==> src/rtl/regbank_pkg.sv <==
// Shared constants, state encoding and decode helpers for the register-bank controller.
package regbank_pkg;

  localparam int unsigned MODE_W = 5;
  localparam int unsigned LREG_W = 4;
  localparam int unsigned IDX_W  = 6;
  localparam int unsigned DATA_W = 32;
  localparam int unsigned KIND_W = 3;

  localparam logic [MODE_W-1:0] MODE_USR = 5'b10000;
  localparam logic [MODE_W-1:0] MODE_FIQ = 5'b10001;
  localparam logic [MODE_W-1:0] MODE_IRQ = 5'b10010;
  localparam logic [MODE_W-1:0] MODE_SVC = 5'b10011;
  localparam logic [MODE_W-1:0] MODE_ABT = 5'b10111;
  localparam logic [MODE_W-1:0] MODE_UND = 5'b11011;
  localparam logic [MODE_W-1:0] MODE_SYS = 5'b11111;

  localparam logic [KIND_W-1:0] EXC_UND  = 3'd0;
  localparam logic [KIND_W-1:0] EXC_SWI  = 3'd1;
  localparam logic [KIND_W-1:0] EXC_PABT = 3'd2;
  localparam logic [KIND_W-1:0] EXC_DABT = 3'd3;
  localparam logic [KIND_W-1:0] EXC_IRQ  = 3'd4;
  localparam logic [KIND_W-1:0] EXC_FIQ  = 3'd5;

  localparam logic [DATA_W-1:0] VEC_UND  = 32'h0000_0004;
  localparam logic [DATA_W-1:0] VEC_SWI  = 32'h0000_0008;
  localparam logic [DATA_W-1:0] VEC_PABT = 32'h0000_000C;
  localparam logic [DATA_W-1:0] VEC_DABT = 32'h0000_0010;
  localparam logic [DATA_W-1:0] VEC_IRQ  = 32'h0000_0018;
  localparam logic [DATA_W-1:0] VEC_FIQ  = 32'h0000_001C;

  localparam logic [DATA_W-1:0] CPSR_CTRL_MASK = 32'h0000_00FF;

  // Physical bank layout: first index of each banked group, then PC/CPSR/SPSRs.
  localparam logic [IDX_W-1:0] IDX_FIQ_R8    = 6'd16;
  localparam logic [IDX_W-1:0] IDX_SVC_R13   = 6'd23;
  localparam logic [IDX_W-1:0] IDX_ABT_R13   = 6'd25;
  localparam logic [IDX_W-1:0] IDX_IRQ_R13   = 6'd27;
  localparam logic [IDX_W-1:0] IDX_UND_R13   = 6'd29;
  localparam logic [IDX_W-1:0] IDX_PC        = 6'd15;
  localparam logic [IDX_W-1:0] IDX_CPSR      = 6'd31;
  localparam logic [IDX_W-1:0] IDX_SPSR_FIQ  = 6'd32;
  localparam logic [IDX_W-1:0] IDX_SPSR_SVC  = 6'd33;
  localparam logic [IDX_W-1:0] IDX_SPSR_ABT  = 6'd34;
  localparam logic [IDX_W-1:0] IDX_SPSR_IRQ  = 6'd35;
  localparam logic [IDX_W-1:0] IDX_SPSR_UND  = 6'd36;

  typedef enum logic [2:0] {
    ST_IDLE,
    ST_RD_CPSR,
    ST_WR_SPSR,
    ST_WR_LR,
    ST_WR_CPSR,
    ST_WR_PC
  } state_e;

  function automatic logic [IDX_W-1:0] spsr_idx(input logic [MODE_W-1:0] mode);
    case (mode)
      MODE_FIQ: spsr_idx = IDX_SPSR_FIQ;
      MODE_SVC: spsr_idx = IDX_SPSR_SVC;
      MODE_ABT: spsr_idx = IDX_SPSR_ABT;
      MODE_IRQ: spsr_idx = IDX_SPSR_IRQ;
      default:  spsr_idx = IDX_SPSR_UND;
    endcase
  endfunction

  // Codes 6 and 7 fall through to UND.
  function automatic logic [MODE_W-1:0] exc_mode(input logic [KIND_W-1:0] kind);
    case (kind)
      EXC_SWI:           exc_mode = MODE_SVC;
      EXC_PABT, EXC_DABT: exc_mode = MODE_ABT;
      EXC_IRQ:           exc_mode = MODE_IRQ;
      EXC_FIQ:           exc_mode = MODE_FIQ;
      default:           exc_mode = MODE_UND;
    endcase
  endfunction

  function automatic logic [DATA_W-1:0] exc_offset(input logic [KIND_W-1:0] kind);
    case (kind)
      EXC_UND:  exc_offset = VEC_UND;
      EXC_SWI:  exc_offset = VEC_SWI;
      EXC_PABT: exc_offset = VEC_PABT;
      EXC_DABT: exc_offset = VEC_DABT;
      EXC_IRQ:  exc_offset = VEC_IRQ;
      EXC_FIQ:  exc_offset = VEC_FIQ;
      default:  exc_offset = VEC_UND;
    endcase
  endfunction

endpackage

==> src/rtl/regbank_map.sv <==
// Logical register number to physical bank index for a given processor mode.
module regbank_map
  import regbank_pkg::*;
(
  input  logic [MODE_W-1:0] mode_i,
  input  logic [LREG_W-1:0] lreg_i,
  output logic [IDX_W-1:0]  idx_c
);

  logic sp_lr;
  logic fiq_hi;

  assign sp_lr  = (lreg_i == 4'd13) || (lreg_i == 4'd14);
  assign fiq_hi = (lreg_i >= 4'd8) && (lreg_i != 4'd15);

  always_comb begin
    idx_c = IDX_W'(lreg_i);
    case (mode_i)
      MODE_USR, MODE_SYS: idx_c = IDX_W'(lreg_i);
      MODE_FIQ: if (fiq_hi) idx_c = IDX_FIQ_R8  + IDX_W'(lreg_i - 4'd8);
      MODE_SVC: if (sp_lr)  idx_c = IDX_SVC_R13 + IDX_W'(lreg_i - 4'd13);
      MODE_ABT: if (sp_lr)  idx_c = IDX_ABT_R13 + IDX_W'(lreg_i - 4'd13);
      MODE_IRQ: if (sp_lr)  idx_c = IDX_IRQ_R13 + IDX_W'(lreg_i - 4'd13);
      MODE_UND: if (sp_lr)  idx_c = IDX_UND_R13 + IDX_W'(lreg_i - 4'd13);
      default:  idx_c = IDX_W'(lreg_i);
    endcase
  end

endmodule

==> src/rtl/regbank_ctrl.sv <==
// Register-bank front end: mode-aware index mapping, writeback port sharing and
// the exception-entry sequence (SPSR save, banked LR, CPSR update, vector load).
module regbank_ctrl
  import regbank_pkg::*;
#(
  parameter logic [DATA_W-1:0] VECTOR_BASE = 32'h0000_0000,
  parameter logic [MODE_W-1:0] RESET_MODE  = 5'b10011
) (
  input  logic              clk,
  input  logic              rst,
  input  logic [LREG_W-1:0] rd1_lreg,
  input  logic [LREG_W-1:0] rd2_lreg,
  output logic              rd_stall,
  output logic [IDX_W-1:0]  rb_addr1,
  output logic [IDX_W-1:0]  rb_addr2,
  input  logic [DATA_W-1:0] rb_rd1_data,
  input  logic              wb_valid,
  input  logic [LREG_W-1:0] wb_lreg,
  input  logic [DATA_W-1:0] wb_data,
  output logic              wb_ready,
  input  logic              exc_valid,
  input  logic [KIND_W-1:0] exc_kind,
  input  logic [DATA_W-1:0] exc_ret,
  output logic              exc_ready,
  output logic              exc_done,
  output logic              rb_w,
  output logic [DATA_W-1:0] rb_write,
  output logic              rb_pc_w,
  output logic [DATA_W-1:0] rb_pc_write,
  output logic              rb_cpsr_w,
  output logic [DATA_W-1:0] rb_cpsr_write,
  output logic [DATA_W-1:0] rb_cpsr_mask,
  output logic [MODE_W-1:0] cur_mode
);

  state_e              state_q, state_d;
  logic [MODE_W-1:0]   cur_mode_q, cur_mode_d;
  logic [MODE_W-1:0]   tgt_mode_q, tgt_mode_d;
  logic [DATA_W-1:0]   vector_q, vector_d;
  logic [DATA_W-1:0]   ret_q, ret_d;
  logic                shadow_f_q, shadow_f_d;

  logic                idle;
  logic [MODE_W-1:0]   wl_mode;
  logic [LREG_W-1:0]   wl_lreg;
  logic [IDX_W-1:0]    rd1_idx, rd2_idx, wl_idx;
  logic                new_f;

  // Third mapper serves writeback in IDLE and the banked LR during the sequence.
  assign idle     = (state_q == ST_IDLE);
  assign wl_mode  = idle ? cur_mode_q : tgt_mode_q;
  assign wl_lreg  = idle ? wb_lreg : 4'd14;
  assign new_f    = (tgt_mode_q == MODE_FIQ) | shadow_f_q;
  assign cur_mode = cur_mode_q;

  regbank_map u_map_rd1 (.mode_i(cur_mode_q), .lreg_i(rd1_lreg), .idx_c(rd1_idx));
  regbank_map u_map_rd2 (.mode_i(cur_mode_q), .lreg_i(rd2_lreg), .idx_c(rd2_idx));
  regbank_map u_map_wl  (.mode_i(wl_mode),    .lreg_i(wl_lreg),  .idx_c(wl_idx));

  always_ff @(posedge clk) begin
    if (rst) begin
      state_q    <= ST_IDLE;
      cur_mode_q <= RESET_MODE;
      tgt_mode_q <= '0;
      vector_q   <= '0;
      ret_q      <= '0;
      shadow_f_q <= 1'b0;
    end else begin
      state_q    <= state_d;
      cur_mode_q <= cur_mode_d;
      tgt_mode_q <= tgt_mode_d;
      vector_q   <= vector_d;
      ret_q      <= ret_d;
      shadow_f_q <= shadow_f_d;
    end
  end

  always_comb begin
    state_d       = state_q;
    cur_mode_d    = cur_mode_q;
    tgt_mode_d    = tgt_mode_q;
    vector_d      = vector_q;
    ret_d         = ret_q;
    shadow_f_d    = shadow_f_q;
    rd_stall      = 1'b0;
    wb_ready      = 1'b0;
    exc_ready     = 1'b0;
    exc_done      = 1'b0;
    rb_addr1      = '0;
    rb_addr2      = '0;
    rb_w          = 1'b0;
    rb_write      = '0;
    rb_pc_w       = 1'b0;
    rb_pc_write   = '0;
    rb_cpsr_w     = 1'b0;
    rb_cpsr_write = '0;
    rb_cpsr_mask  = '0;

    // While rst is high every output shows its reset value.
    if (rst) begin
      exc_ready = 1'b1;
    end else begin
      rb_addr2 = rd2_idx;
      case (state_q)
        ST_IDLE: begin
          exc_ready = 1'b1;
          wb_ready  = 1'b1;
          rb_addr1  = rd1_idx;
          if (wb_valid) begin
            rb_addr1 = wl_idx;
            if (wb_lreg == 4'd15) begin
              rb_pc_w     = 1'b1;
              rb_pc_write = wb_data;
            end else begin
              rb_w     = 1'b1;
              rb_write = wb_data;
            end
          end
          if (exc_valid) begin
            tgt_mode_d = exc_mode(exc_kind);
            vector_d   = VECTOR_BASE + exc_offset(exc_kind);
            ret_d      = exc_ret;
            state_d    = ST_RD_CPSR;
          end
        end
        ST_RD_CPSR: begin
          rd_stall = 1'b1;
          rb_addr1 = IDX_CPSR;
          state_d  = ST_WR_SPSR;
        end
        ST_WR_SPSR: begin
          rd_stall   = 1'b1;
          rb_w       = 1'b1;
          rb_addr1   = spsr_idx(tgt_mode_q);
          rb_write   = rb_rd1_data;
          shadow_f_d = rb_rd1_data[6];
          state_d    = ST_WR_LR;
        end
        ST_WR_LR: begin
          rd_stall = 1'b1;
          rb_w     = 1'b1;
          rb_addr1 = wl_idx;
          rb_write = ret_q;
          state_d  = ST_WR_CPSR;
        end
        ST_WR_CPSR: begin
          rd_stall      = 1'b1;
          rb_addr1      = IDX_CPSR;
          rb_cpsr_w     = 1'b1;
          rb_cpsr_mask  = CPSR_CTRL_MASK;
          rb_cpsr_write = {24'b0, 1'b1, new_f, 1'b0, tgt_mode_q};
          cur_mode_d    = tgt_mode_q;
          state_d       = ST_WR_PC;
        end
        ST_WR_PC: begin
          rd_stall    = 1'b1;
          rb_addr1    = IDX_PC;
          rb_pc_w     = 1'b1;
          rb_pc_write = vector_q;
          exc_done    = 1'b1;
          state_d     = ST_IDLE;
        end
        default: state_d = ST_IDLE;
      endcase
    end
  end

endmodule

==> config.mk <==
export PLATFORM = sky130hd
export DESIGN_NAME = regbank_ctrl
export DESIGN_NICKNAME = d
export VERILOG_FILES = /design/src/rtl/regbank_pkg.sv /design/src/rtl/regbank_map.sv /design/src/rtl/regbank_ctrl.sv
export SDC_FILE = /design/constraint.sdc
export NUM_CORES = 1
export LEC_CHECK = 0
export ABC_AREA = 0
export CAP_MARGIN = 20
export CORE_ASPECT_RATIO = 2
export CORE_UTILIZATION = 38
export CTS_CLUSTER_SIZE = 10
export DETAILED_ROUTE_END_ITERATION = 8
export GPL_ROUTABILITY_DRIVEN = 0
export PLACE_DENSITY = 0.79
export REMOVE_ABC_BUFFERS = 1
export SLEW_MARGIN = 40
export SYNTH_ARGS = -nofsm -noshare
export SYNTH_HDL_FRONTEND = slang
export SYNTH_SLANG_ARGS = --single-unit
==> constraint.sdc <==
create_clock -name clk -period 3.47 [get_ports clk]
set_input_delay 0.694 -clock clk [delete_from_list [all_inputs] [get_ports clk]]
set_output_delay 0.694 -clock clk [all_outputs]
set_load 0.01 [all_outputs]
; After elaboration in Yosys (flattened, before gate mapping)
; Index checks and enable logic that the tools add are counted.
[classes]
add_sub_neg = 21
n_lt_le_gt_ge = 3
eq_ne = 35
mux = 58
n_bitwise = 1
reduce_logical = 12
[op_table]
columns = cell, n
row1 = two-way mux 32 bit, 6
row2 = case mux 6 bit (5 select lines), 4
row3 = two-way mux 6 bit, 18
row4 = case mux 32 bit (3 select lines), 1
row5 = adder 5 x 6 -> 6 bit (first input constant), 15
row6 = == test 5 bit (second input constant), 14
row7 = case mux 32 bit (2 select lines), 1
row8 = two-way mux 8 bit, 4
row9 = subtractor 4 x 4 -> 5 bit (second input constant), 6
row10 = == test 4 bit (second input constant), 7
row11 = case mux 5 bit (5 select lines), 1
row12 = case mux 4 bit (4 select lines), 1
row13 = two-way mux 1 bit, 15
row14 = case mux 3 bit (5 select lines), 1
row15 = == test 3 x 2 -> 1 bit (second input constant), 4
row16 = == test 3 bit (second input constant), 4
row17 = >= comparator 4 bit (second input constant), 3
row18 = inequality test 4 bit (second input constant), 3
row19 = case mux 3 bit (4 select lines), 1
row20 = == test 3 x 1 -> 1 bit (second input constant), 2
row21 = OR reduction 2 bit, 3
row22 = two-way mux 5 bit, 1
row23 = OR reduction 5 bit, 1
row24 = two-way mux 4 bit, 1
row25 = other kinds (8), 13
[word_totals]
regBits = 78
inputBits = 115
output_inout_bits = 152
wordCells = 136

; Longest topological paths before layout
[depth]
word_depth = 9
mapped_depth = 14

; Hierarchy
; A second synthesis with hierarchy kept.
[hier_totals]
cells_unflattened = 860
hier_area_um2 = 6386.1
[modules_own_cells]
columns = mod, n_inst, cells_each, area_per_inst_um2, seq_area_each_um2
row1 = regbank_ctrl, 1, 526, 4037.6, 980.9
row2 = regbank_map at u_map_rd1, 1, 111, 792.0, 0.0
row3 = regbank_map at u_map_rd2, 1, 112, 790.8, 0.0
row4 = regbank_map at u_map_wl, 1, 111, 765.7, 0.0

; Worst setup path before layout
; No wires, ideal clock.
[synth_timing]
path_type = register to output
start = reg state_q[2]
end = out rb_addr1[3]
arrival_time_ns = 2.941
required_time_ns = 2.776
slack_ns = -0.165
stages_incl_launch_ff = 15
path_buffers = 3
cell_sequence = dfxtp_1 -> buf_6 -> or3_4 -> buf_6 -> buf_2 -> nor2_1 -> inv_1 -> ha_1 -> a211oi_1 -> a31o_2 -> a21o_1 -> xnor2_1 -> a211oi_1 -> a211oi_1 -> o32ai_1
[synth_via]
elab_chain_len = 9
elab_cells_between_ends = 36
classes_between = add/sub: 7 / order compare: 1 / eq/ne: 13 / mux: 11 / reduce/logical: 4
[synth_rtl]
columns = element, line_no
row1 = "start, declared", regbank_ctrl.sv:36  ; state_e state_q, state_d;
row2 = "start signal, assigned", regbank_ctrl.sv:69  ; state_q <= state_d;
row3 = logical NOT 3 bit, "regbank_ctrl.sv:50, regbank_ctrl.sv:104"
row4 = two-way mux 4 bit, regbank_ctrl.sv:52  ; assign wl_lreg = idle ? wb_lreg : 4'd14;
row5 = subtractor 4 x 4 -> 5 bit (tied with other cells), n/a
row6 = adder 5 x 6 -> 6 bit (tied with other cells), regbank_map.sv:24  ; MODE_UND: if (sp_lr) idx_c = IDX_UND_R13 + IDX_W'(lreg_i - 4'd13);
row7 = "two-way mux 6 bit, on equally long branches", n/a
row8 = case mux 6 bit (5 select lines), regbank_map.sv:18  ; case (mode_i)
row9 = two-way mux 6 bit, regbank_ctrl.sv:109  ; if (wb_valid) begin
row10 = case mux 6 bit (5 select lines) (*), regbank_ctrl.sv:104  ; case (state_q)
row11 = two-way mux 6 bit (*), regbank_ctrl.sv:100  ; if (rst) begin
row12 = "end, declared", regbank_ctrl.sv:14  ; output logic [IDX_W-1:0] rb_addr1,
; Mark *: on every way between the ends. The rest lies on a longest branch, timed or not.

; Final worst setup path
[layout_timing]
start = in wb_lreg[0]
end = out rb_pc_w
[layout_via]
elab_chain_len = 5
[layout_rtl]
columns = element, line_no
row1 = "start, declared", regbank_ctrl.sv:18  ; input logic [LREG_W-1:0] wb_lreg,
row2 = == test 4 bit, regbank_ctrl.sv:111  ; if (wb_lreg == 4'd15) begin
row3 = two-way mux 1 bit, regbank_ctrl.sv:111
row4 = two-way mux 1 bit, regbank_ctrl.sv:109
row5 = case mux 1 bit (2 select lines), regbank_ctrl.sv:104
row6 = two-way mux 1 bit, regbank_ctrl.sv:100
row7 = "end, declared", regbank_ctrl.sv:28  ; output logic rb_pc_w,
; Every way passes these cells.

==> metrics.csv <==
metric;value;unit
outcome;finished, violations left;
violations_in_the_final_reports;negative setup slack;
power-per-cell-area;289.7;nW/um^2
internal-power;1562;uW
finalMaxSlewViolations;0;
dp_hpwl;16.68;mm
yosys_warnings;0;
async_reset_ff_share;0;%
layout_setup_ws;-0.04446;ns
vias;6872;
power.leakage;0.003981;uW
cp-start-kind;primary input;
tritoncts;yes;
fin_nets;1176;
drtIter0Drc;514;
wl;22.49;mm
dpl-instance-area;8132;um^2
edff_count_synth;0;
io_pins;267;
post_synth_inst_count;768;
timing.max_slew.rel_slack;45.27;%
fraction_of_layout_cells_with_a_size_suffix_above_1;20.73;%
clk_transition_reported_paths;0.07;ns
yosysUniqueCellTypes;75;
clk_path_buf_depth;2;
grt.total_usage;29.40;%
placementRows;61;
area.sequential;983.4;um^2
grt_overflow_total;0;
yosys_register_bits;49;
numClockSinks;49;
initial_cell_density_of_the_core;39.05;%
detail_route.drc_violations;0;
placed_cells_incl_taps;1204;
grt_antenna_before_repair;0;
dominant_combinational_cell_family_by_area_after_synthesis;compound AO/OA/AOI/OAI gates;
timing.clock.skew;0.01091;ns
timing.reg2reg.worst_path_depth;8;
insertedDiodeCount;0;
avgRoutedWirePerCell;18.35;um
sw_frac_of_total;38.73;%
hold-worst-slack;0.4599;ns
maximum_clock_rate;0.2845;GHz
die-area;14780;um^2
peakVddDrop;0.0002006;V
ctsRootBufferMaster;sky130_fd_sc_hd__clkbuf_16;
critPathCaptureType;output port;
fraction_of_the_mapped_netlist_area_in_adder_cells;6.321;%
synth.cell_area;5424;um^2
timing.final.crit_share;101.3;%
postSynthAreaPerCell;7.062;um^2
total_setup_violations_reported_at_the_end_of_the_flow;8;
placement.setup.worst_slack;-0.9586;ns
multiplexer_fraction_of_the_synthesized_cell_area;1.015;%
worst_ep_arrival_time;2.82;ns
nFillCells;1251;
crit-reg2reg-launch;state_q[0];
router_iterations_before_antenna_repair;7;
die_h;171.0;um
worst_pin_slew;0.8165;ns
global_route_wire_length_before_repair;33.71;mm
finalNonFillerCells;1226;
route.detailed.vias_per_inst;5.605;
multi_input_area;4150;um^2
hold_path_startpoint;ret_q[17];
critical_path_required;2.78;ns
cts-hold-fix-buffers;0;
sequentialPowerShare;25.3;%
area.growth.synth_to_final;62.26;%
r2r_end;ret_q[18];
grt_start_max_net_pins;39;
ant_nets;0;
numCtsBuffers;5;
period_needed;3.514;ns
synth_sequential_area_ratio;18.09;%
final_area;8801;um^2
total_switching_power;987.5;uW
timing.critical_path.fanout_max;15;
core_area;13890;um^2
min_delay_worst_endpoint;ret_q[17];
rsz0062_at_grt;true;
max-cap-violations;0;
setup_tns;-0.2192;ns
die_w;86.48;um
first_global_vias;6738;
finalHoldViolations;0;
h_tree_depth;2;
synth_compound_gate_area_share;27.80;%
port_buffers;217;
reg_to_reg_setup_timing_slack;1.03;ns
yosys.area_share.xor_xnor;4.152;%
simple_gate_share_of_the_synthesized_area;27.38;%
worst_skew_pair_latency;0.30;ns
synth_ff_type;sky130_fd_sc_hd__dfxtp_1;
hold_class;flop to flop;
combinational_power_share;54.5;%
criticalPathCategory;primary input to output port;
timing.hold.worst_path_depth;2;
clockPowerShare;20.2;%
cell families after synthesis:
family	count (synthesis)
AND/OR/NAND/NOR	304
AO/OA/AOI/OAI	212
buffers and inverters	145
flip-flops	49
adder cells (fa/ha/maj)	28
XOR/XNOR	24
multiplexers	5
other	1
what timing repair did:
item / 4_1_cts / 5_1_grt
resized for setup: 123 / 52
pin swaps: 34 / 25
buffers inserted: 10 / 2
gates cloned: 2 / 0
endpoints found under the setup margin: 72 / 46
synthesized netlist by cell type, types with 4 or more instances:
cell type                  number  area [um^2]
sky130_fd_sc_hd__nand2_1       96        360.4
sky130_fd_sc_hd__nor2_1        88        330.3
sky130_fd_sc_hd__a21oi_1       70        350.3
sky130_fd_sc_hd__buf_4         60        450.4
sky130_fd_sc_hd__dfxtp_1       49        980.9
sky130_fd_sc_hd__clkbuf_1      45        168.9
sky130_fd_sc_hd__and2_1        39        244.0
sky130_fd_sc_hd__a222oi_1      33        330.3
sky130_fd_sc_hd__ha_1          25        312.8
sky130_fd_sc_hd__o21ai_0       21        105.1
sky130_fd_sc_hd__inv_1         19        71.32
sky130_fd_sc_hd__nor3_1        17        85.08
sky130_fd_sc_hd__xnor2_1       15        131.4
sky130_fd_sc_hd__buf_2         13        65.06
sky130_fd_sc_hd__a22oi_1        9        67.56
sky130_fd_sc_hd__nand3_1        9        45.04
sky130_fd_sc_hd__nor2b_1        9        56.30
sky130_fd_sc_hd__a211oi_1       7        52.55
sky130_fd_sc_hd__o22ai_1        7        43.79
sky130_fd_sc_hd__xor2_1         7        61.31
sky130_fd_sc_hd__a211o_1        6        52.55
sky130_fd_sc_hd__a31oi_1        6        37.54
sky130_fd_sc_hd__nor4_1         6        37.54
sky130_fd_sc_hd__a21o_1         5        37.54
sky130_fd_sc_hd__buf_6          5        56.30
sky130_fd_sc_hd__nand2b_1       5        31.28
sky130_fd_sc_hd__o211ai_1       5        37.54
sky130_fd_sc_hd__o21a_1         5        37.54
sky130_fd_sc_hd__or2_2          5        31.28
sky130_fd_sc_hd__a221oi_1       4        35.03
sky130_fd_sc_hd__a311oi_1       4        35.03
sky130_fd_sc_hd__mux2i_1        4        40.04
sky130_fd_sc_hd__nor4b_1        4        35.03
sky130_fd_sc_hd__o21bai_1       4        30.03
sky130_fd_sc_hd__o32ai_1        4        35.03
layer usage:
layer / global-route usage [%] / up-vias / share of wire, %
met5: 0 / - / 0
met4: 17.54 / 0 / 5.5
li1: - / 3168 / -
met1: 28.87 / 3205 / 34
met2: 56.76 / 411 / 55
met3: 3.811 / 88 / 5.8
sequential cells by signal (all words and copies together) (netlist names):
name        count
shadow_f_q      1
vector_q        3
ret_q          32
cur_mode        5
state_q         3
tgt_mode_q      5
power by group through the flow:
stage | registers, uW | logic (uW) | clock network [uW]
2_1_floorplan | 660 | 612 | 0
3_3_place_gp | 656 | 1240 | 0
3_5_place_dp | 656 | 1260 | 0
4_1_cts | 645 | 1340 | 521
5_1_grt | 650 | 1490 | 535
6_report | 645 | 1390 | 514
cell usage in the layout, fill, tap and decap left out, types with 15 or more instances in the layout:
cell type	n
sky130_fd_sc_hd__clkdlybuf4s50_1	151
sky130_fd_sc_hd__buf_4	103
sky130_fd_sc_hd__nand2_1	96
sky130_fd_sc_hd__nor2_1	87
sky130_fd_sc_hd__a21oi_1	67
sky130_fd_sc_hd__conb_1	49
sky130_fd_sc_hd__dfxtp_1	47
sky130_fd_sc_hd__and2_1	39
sky130_fd_sc_hd__a222oi_1	33
sky130_fd_sc_hd__dlygate4sd2_1	33
sky130_fd_sc_hd__dlymetal6s2s_1	23
sky130_fd_sc_hd__o21ai_0	16
sky130_fd_sc_hd__ha_1	15
critical path, stage by stage:
cell and delay [ns]:
sky130_fd_sc_hd__clkdlybuf4s50_1 0.51, sky130_fd_sc_hd__buf_4 0.15, sky130_fd_sc_hd__nand4_1 0.15, sky130_fd_sc_hd__buf_4 0.20, sky130_fd_sc_hd__nor3_4 0.17, sky130_fd_sc_hd__buf_6 0.16
sky130_fd_sc_hd__buf_16 0.14, sky130_fd_sc_hd__or2_2 0.11, sky130_fd_sc_hd__clkdlybuf4s50_1 0.53
worst max path at each step:
stage / start / endpoint / cells after the start
CTS: wb_lreg[2] / rb_addr1[3] / 10
finish: wb_lreg[0] / rb_pc_w / 9
detailed placement: wb_lreg[2] / rb_addr1[3] / 11
global route: rd1_lreg[1] / rb_addr1[4] / 13
floorplan: state_q[2] / rb_cpsr_write[0] / 3
global placement: wb_lreg[2] / rb_addr1[3] / 11
cell type report:
| type | instances | area share, % |
|---|---|---|
| Clock buffer | 5 | 1.422 |
| Clock inverter | 3 | 0.2985 |
| Inverter | 19 | 0.8103 |
| Multi-Input combinational cell | 622 | 47.16 |
| Sequential cell | 49 | 11.17 |
| Tap cell | 189 | 2.687 |
| Timing Repair Buffer | 339 | 36.45 |
metrics by stage:
| stage | utilization [%] | total power, uW |
|---|---|---|
| after detailed placement | 58.54 | 1914 |
| after global routing | 63.36 | 2676 |
| after global placement | 58.54 | 1896 |
| after CTS | 62.09 | 2503 |
| final | 63.36 | 2550 |
| after floorplan | - | 1272 |
No activity file was read; power rests on OpenSTA's default activity.
